$ cat src/rtl/maxnet_pkg.sv
`default_nettype none
// ============================================================================
// == Module   : maxnet_pkg                                                   ==
// == Purpose  : Shared definitions for the MaxNet winner-take-all engine:    ==
// ==            controller state encodings and a constant-safe clog2 used    ==
// ==            to size ports and internal datapaths.                        ==
// == Ports    : none (package)                                               ==
// == Revision : 1.0 - initial release                                        ==
// ============================================================================
package maxnet_pkg;

    // Controller state encoding
    localparam int         STATE_W = 1;
    localparam logic [0:0] ST_IDLE = 1'b0;
    localparam logic [0:0] ST_RUN  = 1'b1;

    // Ceiling log2; clog2(1) = 0, so a single-channel engine sizes cleanly.
    function automatic int clog2(input int value);
        int r;
        int v;
        r = 0;
        v = value - 1;
        while (v > 0) begin
            r = r + 1;
            v = v >>> 1;
        end
        return r;
    endfunction

endpackage : maxnet_pkg
`default_nettype wire

$ cat src/rtl/maxnet_neuron.sv
`default_nettype none
// ============================================================================
// == Module   : maxnet_neuron                                                ==
// == Purpose  : One MaxNet channel update. Given this channel's activation,  ==
// ==            the sum of all activations and the inhibition weight, it     ==
// ==            produces the next activation, clipped at zero.               ==
// == Ports    : act  in  WIDTH  current activation (always >= 0)            ==
// ==            sum  in  SUM_W  sum of all activations                       ==
// ==            eps  in  WIDTH  unsigned Q.FRAC inhibition weight            ==
// ==            next out WIDTH  updated activation (>= 0)                    ==
// == Revision : 1.0 - initial release                                        ==
// ============================================================================
module maxnet_neuron #(
    parameter int WIDTH = 16,
    parameter int FRAC  = 8,
    parameter int SUM_W = 18
) (
    input  logic [WIDTH-1:0] act,
    input  logic [SUM_W-1:0] sum,
    input  logic [WIDTH-1:0] eps,
    output logic [WIDTH-1:0] next
);

    localparam int PROD_W = SUM_W + WIDTH;
    localparam int INH_W  = PROD_W - FRAC;
    // Adding 2^FRAC-1 before the shift turns the truncating shift into a
    // ceiling, so any non-zero inhibition removes at least one LSB and the
    // iteration always makes progress.
    localparam logic [PROD_W-1:0] C_ROUND = PROD_W'((64'd1 << FRAC) - 64'd1);

    logic [SUM_W-1:0]  w_oth;
    logic [PROD_W-1:0] w_prod;
    logic [PROD_W-1:0] w_round;
    logic [INH_W-1:0]  w_inh;

    // Activations are non-negative and sum >= act, so everything here is
    // an unsigned quantity and the product never wraps.
    assign w_oth   = sum - SUM_W'(act);
    assign w_prod  = PROD_W'(w_oth) * PROD_W'(eps);
    assign w_round = w_prod + C_ROUND;
    assign w_inh   = INH_W'(w_round >> FRAC);

    // When inhibition is smaller than act it fits in WIDTH bits.
    assign next = (w_inh >= INH_W'(act)) ? '0 : (act - w_inh[WIDTH-1:0]);

endmodule : maxnet_neuron
`default_nettype wire

$ cat src/rtl/maxnet_engine.sv
`default_nettype none
// ============================================================================
// == Module   : maxnet_engine                                               ==
// == Purpose  : Parametrised MaxNet winner-take-all engine with built-in    ==
// ==            controller. Each iteration every channel is inhibited by    ==
// ==            epsilon times the sum of the others until at most one       ==
// ==            channel remains positive or the iteration cap is reached.   ==
// == Ports    : clk, rst            clock, synchronous active-high reset    ==
// ==            start/ready/done    request / idle / one-cycle completion   ==
// ==            epsilon, x_in       weight and packed candidates at accept  ==
// ==            found, timeout      single survivor / capped with >=2 left  ==
// ==            max_index/value     winner channel and its original input   ==
// ==            iterations          update iterations performed             ==
// == Revision : 1.0 - initial release                                       ==
// ============================================================================
module maxnet_engine
    import maxnet_pkg::*;
#(
    parameter  int N        = 4,
    parameter  int WIDTH    = 16,
    parameter  int FRAC     = 8,
    parameter  int MAX_ITER = 63,
    localparam int IDX_W    = (clog2(N) > 1) ? clog2(N) : 1,
    localparam int ITER_W   = clog2(MAX_ITER + 1)
) (
    input  logic                 clk,
    input  logic                 rst,
    input  logic                 start,
    input  logic [WIDTH-1:0]     epsilon,
    input  logic [N*WIDTH-1:0]   x_in,
    output logic                 ready,
    output logic                 done,
    output logic                 found,
    output logic                 timeout,
    output logic [IDX_W-1:0]     max_index,
    output logic [WIDTH-1:0]     max_value,
    output logic [ITER_W-1:0]    iterations
);

    localparam int SUM_W = WIDTH + clog2(N);
    localparam int CNT_W = clog2(N + 1);

    logic [STATE_W-1:0] r_state;
    logic [N*WIDTH-1:0] r_x;
    logic [WIDTH-1:0]   r_eps;
    logic [WIDTH-1:0]   r_act [N];
    logic [ITER_W-1:0]  r_iter;

    logic               r_ready;
    logic               r_done;
    logic               r_found;
    logic               r_timeout;
    logic [IDX_W-1:0]   r_max_index;
    logic [WIDTH-1:0]   r_max_value;
    logic [ITER_W-1:0]  r_iterations;

    logic [SUM_W-1:0]   w_sum;
    logic [CNT_W-1:0]   w_pos;
    logic [IDX_W-1:0]   w_idx;
    logic [WIDTH-1:0]   w_sel_x;
    logic [WIDTH-1:0]   w_next [N];
    logic               w_found;
    logic               w_multi;

    // Activations are stored non-negative, so "positive" is simply non-zero.
    always_comb begin
        w_sum = '0;
        w_pos = '0;
        for (int i = 0; i < N; i++) begin
            w_sum = w_sum + SUM_W'(r_act[i]);
            if (r_act[i] != '0) begin
                w_pos = w_pos + CNT_W'(1);
            end
        end
    end

    // Lowest-index positive channel wins; scanning downward lets the lowest
    // index overwrite any higher one.
    always_comb begin
        w_idx = '0;
        for (int i = N - 1; i >= 0; i--) begin
            if (r_act[i] != '0) begin
                w_idx = IDX_W'(i);
            end
        end
    end

    always_comb begin
        w_sel_x = '0;
        for (int i = 0; i < N; i++) begin
            if (IDX_W'(i) == w_idx) begin
                w_sel_x = r_x[i*WIDTH +: WIDTH];
            end
        end
    end

    assign w_found = (w_pos == CNT_W'(1));
    assign w_multi = (w_pos > CNT_W'(1));

    for (genvar g = 0; g < N; g++) begin : g_neuron
        maxnet_neuron #(
            .WIDTH (WIDTH),
            .FRAC  (FRAC),
            .SUM_W (SUM_W)
        ) u_neuron (
            .act  (r_act[g]),
            .sum  (w_sum),
            .eps  (r_eps),
            .next (w_next[g])
        );
    end

    always_ff @(posedge clk) begin
        if (rst) begin
            r_state      <= ST_IDLE;
            r_x          <= '0;
            r_eps        <= '0;
            r_iter       <= '0;
            r_ready      <= 1'b1;
            r_done       <= 1'b0;
            r_found      <= 1'b0;
            r_timeout    <= 1'b0;
            r_max_index  <= '0;
            r_max_value  <= '0;
            r_iterations <= '0;
            for (int i = 0; i < N; i++) begin
                r_act[i] <= '0;
            end
        end else begin
            r_done <= 1'b0;
            case (r_state)
                ST_IDLE: begin
                    if (start) begin
                        r_x     <= x_in;
                        r_eps   <= epsilon;
                        r_iter  <= '0;
                        r_ready <= 1'b0;
                        r_state <= ST_RUN;
                        // ReLU on load: negative candidates start at zero.
                        for (int i = 0; i < N; i++) begin
                            r_act[i] <= x_in[i*WIDTH + WIDTH - 1] ? '0 : x_in[i*WIDTH +: WIDTH];
                        end
                    end
                end
                ST_RUN: begin
                    if ((w_pos <= CNT_W'(1)) || (r_iter == ITER_W'(MAX_ITER))) begin
                        r_found      <= w_found;
                        r_timeout    <= w_multi;
                        r_max_index  <= w_idx;
                        r_max_value  <= w_found ? w_sel_x : '0;
                        r_iterations <= r_iter;
                        r_done       <= 1'b1;
                        r_ready      <= 1'b1;
                        r_state      <= ST_IDLE;
                    end else begin
                        for (int i = 0; i < N; i++) begin
                            r_act[i] <= w_next[i];
                        end
                        r_iter <= r_iter + ITER_W'(1);
                    end
                end
                default: begin
                    r_ready <= 1'b1;
                    r_state <= ST_IDLE;
                end
            endcase
        end
    end

    assign ready      = r_ready;
    assign done       = r_done;
    assign found      = r_found;
    assign timeout    = r_timeout;
    assign max_index  = r_max_index;
    assign max_value  = r_max_value;
    assign iterations = r_iterations;

endmodule : maxnet_engine
`default_nettype wire

$ cat config.mk
export PLATFORM = sky130hd
export DESIGN_NAME = maxnet_engine
export DESIGN_NICKNAME = d
export VERILOG_FILES = /design/src/rtl/maxnet_pkg.sv /design/src/rtl/maxnet_neuron.sv /design/src/rtl/maxnet_engine.sv
export SDC_FILE = /design/constraint.sdc
export NUM_CORES = 2
export LEC_CHECK = 0
export BUFFER_PORTS_ARGS = -buffer_cell sky130_fd_sc_hd__buf_4
export CAP_MARGIN = 20
export CORE_ASPECT_RATIO = 0.8
export CORE_MARGIN = 5
export CORE_UTILIZATION = 25
export CTS_CLUSTER_SIZE = 30
export DETAILED_ROUTE_END_ITERATION = 8
export PLACE_DENSITY = 0.45
export SLEW_MARGIN = 20
export SYNTH_ARGS = -nofsm -noshare
export SYNTH_HDL_FRONTEND = slang
export SYNTH_SLANG_ARGS = --single-unit
export TNS_END_PERCENT = 10
$ cat constraint.sdc
create_clock -name clk -period 25.7 [get_ports clk]
set_clock_uncertainty 0.2 [all_clocks]
set_input_delay 6.425 -clock clk [delete_from_list [all_inputs] [get_ports clk]]
set_output_delay 6.425 -clock clk [all_outputs]
set_load 0.02 [all_outputs]
# Word-level counts from Yosys, hierarchy flattened

Memories as Yosys holds them, arrays and structs flattened.
Index checks and enable logic that the tools add are counted.

Bits in registers: 115
Memories: 1
Logic and storage cells: 116
Input bits: 83
RAM bits: 64
Output and inout bits: 28

Memories:

| name  | depth | bits a word | rd ports | clocked after memory_dff | wr ports | RTL line            | source |
|---|---|---|---|---|---|---|---|
| r_act | 4     | 16          | 4        | 0                        | 4        | maxnet_engine.sv:46 | `logic [WIDTH-1:0] r_act [N];` |

Equality and inequality tests: 8
Reduce and logical (&&, ||, !) cells: 11
Bitwise logic cells: 9
$mul: 4
Add/subtract/negate cells: 19
Mux-type cells: 47
Magnitude comparators: 6

Operators with widths:

| operator                                       | number |
|---|---|
| 2-to-1 mux 16 bit                              | 17 |
| adder 34 x 8 -> 34 bit (second input constant) | 4 |
| multiplier 18 x 16 -> 34 bit                   | 4 |
| >= comparator 26 x 16 -> 1 bit                 | 4 |
| subtractor 18 x 16 -> 18 bit                   | 4 |
| nonzero test 16 bit                            | 4 |
| subtractor 16 bit                              | 4 |
| 2-to-1 mux 15 bit                              | 4 |
| adder 17 x 16 -> 18 bit                        | 1 |
| adder 18 x 16 -> 18 bit                        | 1 |
| adder 16 x 16 -> 17 bit                        | 1 |
| 2-to-1 mux 1 bit                               | 14 |
| 2-to-1 mux 6 bit                               | 2 |
| case mux 6 bit (2 select lines)                | 1 |
| adder 3 x 1 -> 3 bit (second input constant)   | 3 |
| 2-to-1 mux 3 bit                               | 3 |
| 2-to-1 mux 2 bit                               | 4 |
| bitwise OR 1 bit                               | 8 |
| AND reduction 2 bit                            | 4 |
| adder 6 x 1 -> 6 bit (second input constant)   | 1 |
| == test 6 bit (second input constant)          | 1 |
| == test 2 bit (first input constant)           | 2 |
| != test 2 bit (second input constant)          | 2 |
| case mux 1 bit (2 select lines)                | 2 |
| 9 further kinds                                | 9 |

# Depth between registers and ports, before layout

An unclocked memory read counts as a cell.

Word-level depth: 16
Gate-level depth with buffers: 56
Depth with buffers taken out: 52

# Cells and area by module

From an unflattened synthesis, not the netlist that was laid out.

Cells, all modules: 6,596
Area, all modules: 56,240.2 sq um

Modules (own cells, without submodules):

| module                                | instances | cells an instance | sequential area each (sq um) | area an instance (sq um) |
|---|---|---|---|---|
| maxnet_neuron at g_neuron[1].u_neuron | 1         | 1,405             | 0.0                          | 11,827.6 |
| maxnet_neuron at g_neuron[2].u_neuron | 1         | 1,398             | 0.0                          | 11,801.3 |
| maxnet_neuron at g_neuron[3].u_neuron | 1         | 1,417             | 0.0                          | 11,761.3 |
| maxnet_neuron at g_neuron[0].u_neuron | 1         | 1,390             | 0.0                          | 11,731.3 |
| maxnet_engine                         | 1         | 986               | 4,214.0                      | 9,118.7 |

# Worst setup path before layout

OpenSTA, ideal clock, no wires.

Path kind: register to register
From: memory r_act[1][1]
To: memory r_act[0][12] (data pin)
Data required time: 25.348 ns
Arrival: 12.142 ns
Path slack: 13.205 ns
Clock period less this slack: 12.495 ns
Library setup time: 0.152 ns
Path buffers: 2
Cell stages (with the launch flop): 52
Cells stage by stage: edfxtp_1 > inv_1 > fa_1 > fa_1 > inv_1 > ha_1 > inv_1 > fa_1 > nor2b_1 > o21ai_0 > nand2b_1 > a21oi_1 > o21ai_1 > a21oi_1 > xnor2_1 > ha_1 > or3_1 > o31ai_1 > (+16 left out) > o21bai_1 > a21oi_1 > o21ai_0 > a31oi_1 > nor2b_1 > nor2_1 > xnor2_1 > ha_1 > a211oi_1 > o2111ai_1 > or3b_1 > nor3_1 > nand4b_1 > a2111o_1 > nor4_4 > buf_4 > o2111ai_1 > o21ai_0

RTL lines:

| what               | RTL line |
|---|---|
| start: declaration | maxnet_engine.sv:46 |

==> results.md <==
* Die W at 532 um
* Met1 GRT Util at 0.232
* Final setup vio count at 0
* Synth-to-Final Area Change at 9.31%
* Core ar. at 217,000 sq um
* Time the worst path needs with I/O delays and setup at 14,590 ps
* Number of synthesized register bits at 179
* Maxcap violations at 0
* Final hold violation count at 0
* First-pass GRT wire length at 278,000 um
* Clk Tree Root Cell: clkbuf_16
* Met2 GRT Util at 0.257
* Routed len/inst at 19.4 um
* Pin count of the biggest net entering global routing at 66
* H-Tree Depth at 4
* Residual DRC at 0
* Share of post-route cells with drive strength above 1 at 0.0539
* Iteration-0 DRC Markers at 2,554
* Die H at 427 um
* Syn Nets at 8,077
* CTS buffer count at 17
* Setup_tns at 0 ps
* Slowest stage cell, crit path: nor4_4
* CTS Sinks at 179
* Most common cell after layout, fill and taps aside: inv_1
* Arr. time, crit path at 14,720 ps
* Clk slew on worst S/H paths at 90 ps
* Critical Path Most Common Cell: fa_1
* DP Area at 58,900 sq um
* Final critical-path share of the clock period at 0.568
* Yosys cell types at 92
* Met3 usage at 0.0140
* Leading area contributor after synthesis: fa_1
* Crit path kind: flop to flop
* Critical Path Max Stage Delay at 790 ps
* Fraction of registers with async set/reset at 0
* Fin. max-slew vios at 0
* Synth warn at 0
* Dpl hpwl at 143,000 um
* Clk_lat worst skew at 510 ps
* Startpoint types: flop
* Required time worst endpoint at 25,840 ps
* Slew headroom at 0.263
* # IOs at 111
* Post-CTS sizing at 0
* # nets final at 8,060
* Final ANT Viol Nets at 0
* WL final at 180,000 um
* Rows at 153
* Worst-margin pin slew at 1100 ps
* First-pass detailed-route iteration total at 5
* Min Hold Slack at 257 ps
* Worst hold path class: flop to flop
* GR peak layer: met2
* Clock Path Buffers at 2
* Seq/Total Area, Yosys at 0.0774
* Most frequent cells in the layout: inv_1 (1,287), nand2_1 (956), fa_1 (952)
* Grt ovf at 0
* Final Wtd Congestion at 0.903
* Core Util, Final at 0.274
* Synth Cell Area at 54,400 sq um
* Fin area at 59,500 sq um
* GRT Overall Usage at 0.158
* Setup repair bufs after CTS at 0
* Top cells by area, synth: fa_1 (35%), ha_1 (15%), inv_1 (8.9%)
* Starting Density at 0.251
* Vias in the first global route at 44,696
* Synthesized instance count at 6,388
* CP Capture Type: flop
* Post-synth top area share at 0.350
* Hold-fix buffers, CTS at 0
* Initial antenna violation count at 9
* Filler cells at 23,451
* Worst Path Max Fanout at 16
* Number of flops mapped to enable cells by yosys at 63
* CTS tree: done
* Via density at 4.61
* Main flop type after synthesis: dfxtp_1
* Outcome: finished, final reports clean
* Vias at 42,670
* RSZ-0062 raised after global routing: no
* Synth Area per Inst at 8.52 sq um
* IO buf count at 110
* Fmax at 68.6 MHz
* Die area at 227,000 sq um
## area by class of cell
class | count | area (sq um) | area share
clock buffer | 17 | 425 | 0.00715
timing repair buffer | 238 | 1800 | 0.0302
tap | 2867 | 3590 | 0.0603
multi-input combinational | 4648 | 44400 | 0.747
clock inverter | 15 | 194 | 0.00326
inverter | 1287 | 4830 | 0.0812
antenna | 3 | 7.51 | 0.000126
sequential | 179 | 4230 | 0.0712
## state kept, by name, indices dropped and copies added (netlist names), 2 cells and up
signal / cells
r_iter: 6
r_act: 64
iterations: 6
r_eps: 16
max_index: 2
max_value: 16
r_x: 64
## worst paths after layout
check | endpoint | depth (start not counted) | slack, ps | startpoint
worst min register to register | r_x[34]$_SDFFE_PP0P_ | 2 | 260 | r_x[34]$_SDFFE_PP0P_
worst max-delay path | r_act[0][12]$_DFFE_PP_ | 51 | 11110 | r_act[2][1]$_DFFE_PP_
worst max register to register | r_act[0][12]$_DFFE_PP_ | 51 | 11110 | r_act[2][1]$_DFFE_PP_
worst min-delay path | r_x[34]$_SDFFE_PP0P_ | 2 | 260 | r_x[34]$_SDFFE_PP0P_
## stage by stage
| stage | std cells | worst slack, ps |
|---|---|---|
| floorplan | 6388 | 13210 |
| global route | 9251 | 10280 |
| CTS | 9251 | 11290 |
| detailed placement | 9219 | 11330 |
| finish | 9254 | 11110 |
| global placement | 9218 | 11480 |
## critical path, delay by kind of cell, from the launching register on
| kind | cells | cell delay, ps |
|---|---|---|
| AOI/OAI and AO/OA | 18 | 4130 |
| xor gates and xnor gates | 3 | 1080 |
| adders and majority gates | 13 | 5600 |
| buffers and inverters | 7 | 740 |
| DFF | 1 | 460 |
| and+or+nand+nor | 10 | 2200 |
## metal layers
layer	vias up	part of all wire
li1	19830	-
met1	21804	0.49
met2	923	0.45
met3	113	0.041
met4	0	0.017
met5	-	0
## logic make-up after synthesis
logic type	after synthesis	share of synthesized area
and+or+nand+nor	2007	0.181
buffers and inverters	1561	0.108
muxes	30	0.00556
AOI/OAI and AO/OA	794	0.0932
adders and majority gates	1606	0.500
DFF	179	0.0774
xor gates and xnor gates	211	0.0340
## cell usage after synthesis (46+ instances only)
master / n
a21o_1: 98
a21oi_1: 289
and2_1: 480
clkbuf_1: 258
dfxtp_1: 116
edfxtp_1: 63
fa_1: 952
ha_1: 654
inv_1: 1287
nand2_1: 956
nand2b_1: 46
nand3_1: 72
nor2_1: 140
nor2b_1: 59
nor3_1: 52
o21ai_0: 102
xnor2_1: 128
xor2_1: 83
Power is left out: the tool's default activity adds up to more than one toggle a clock period on the data nets, which glitch-free logic cannot reach.
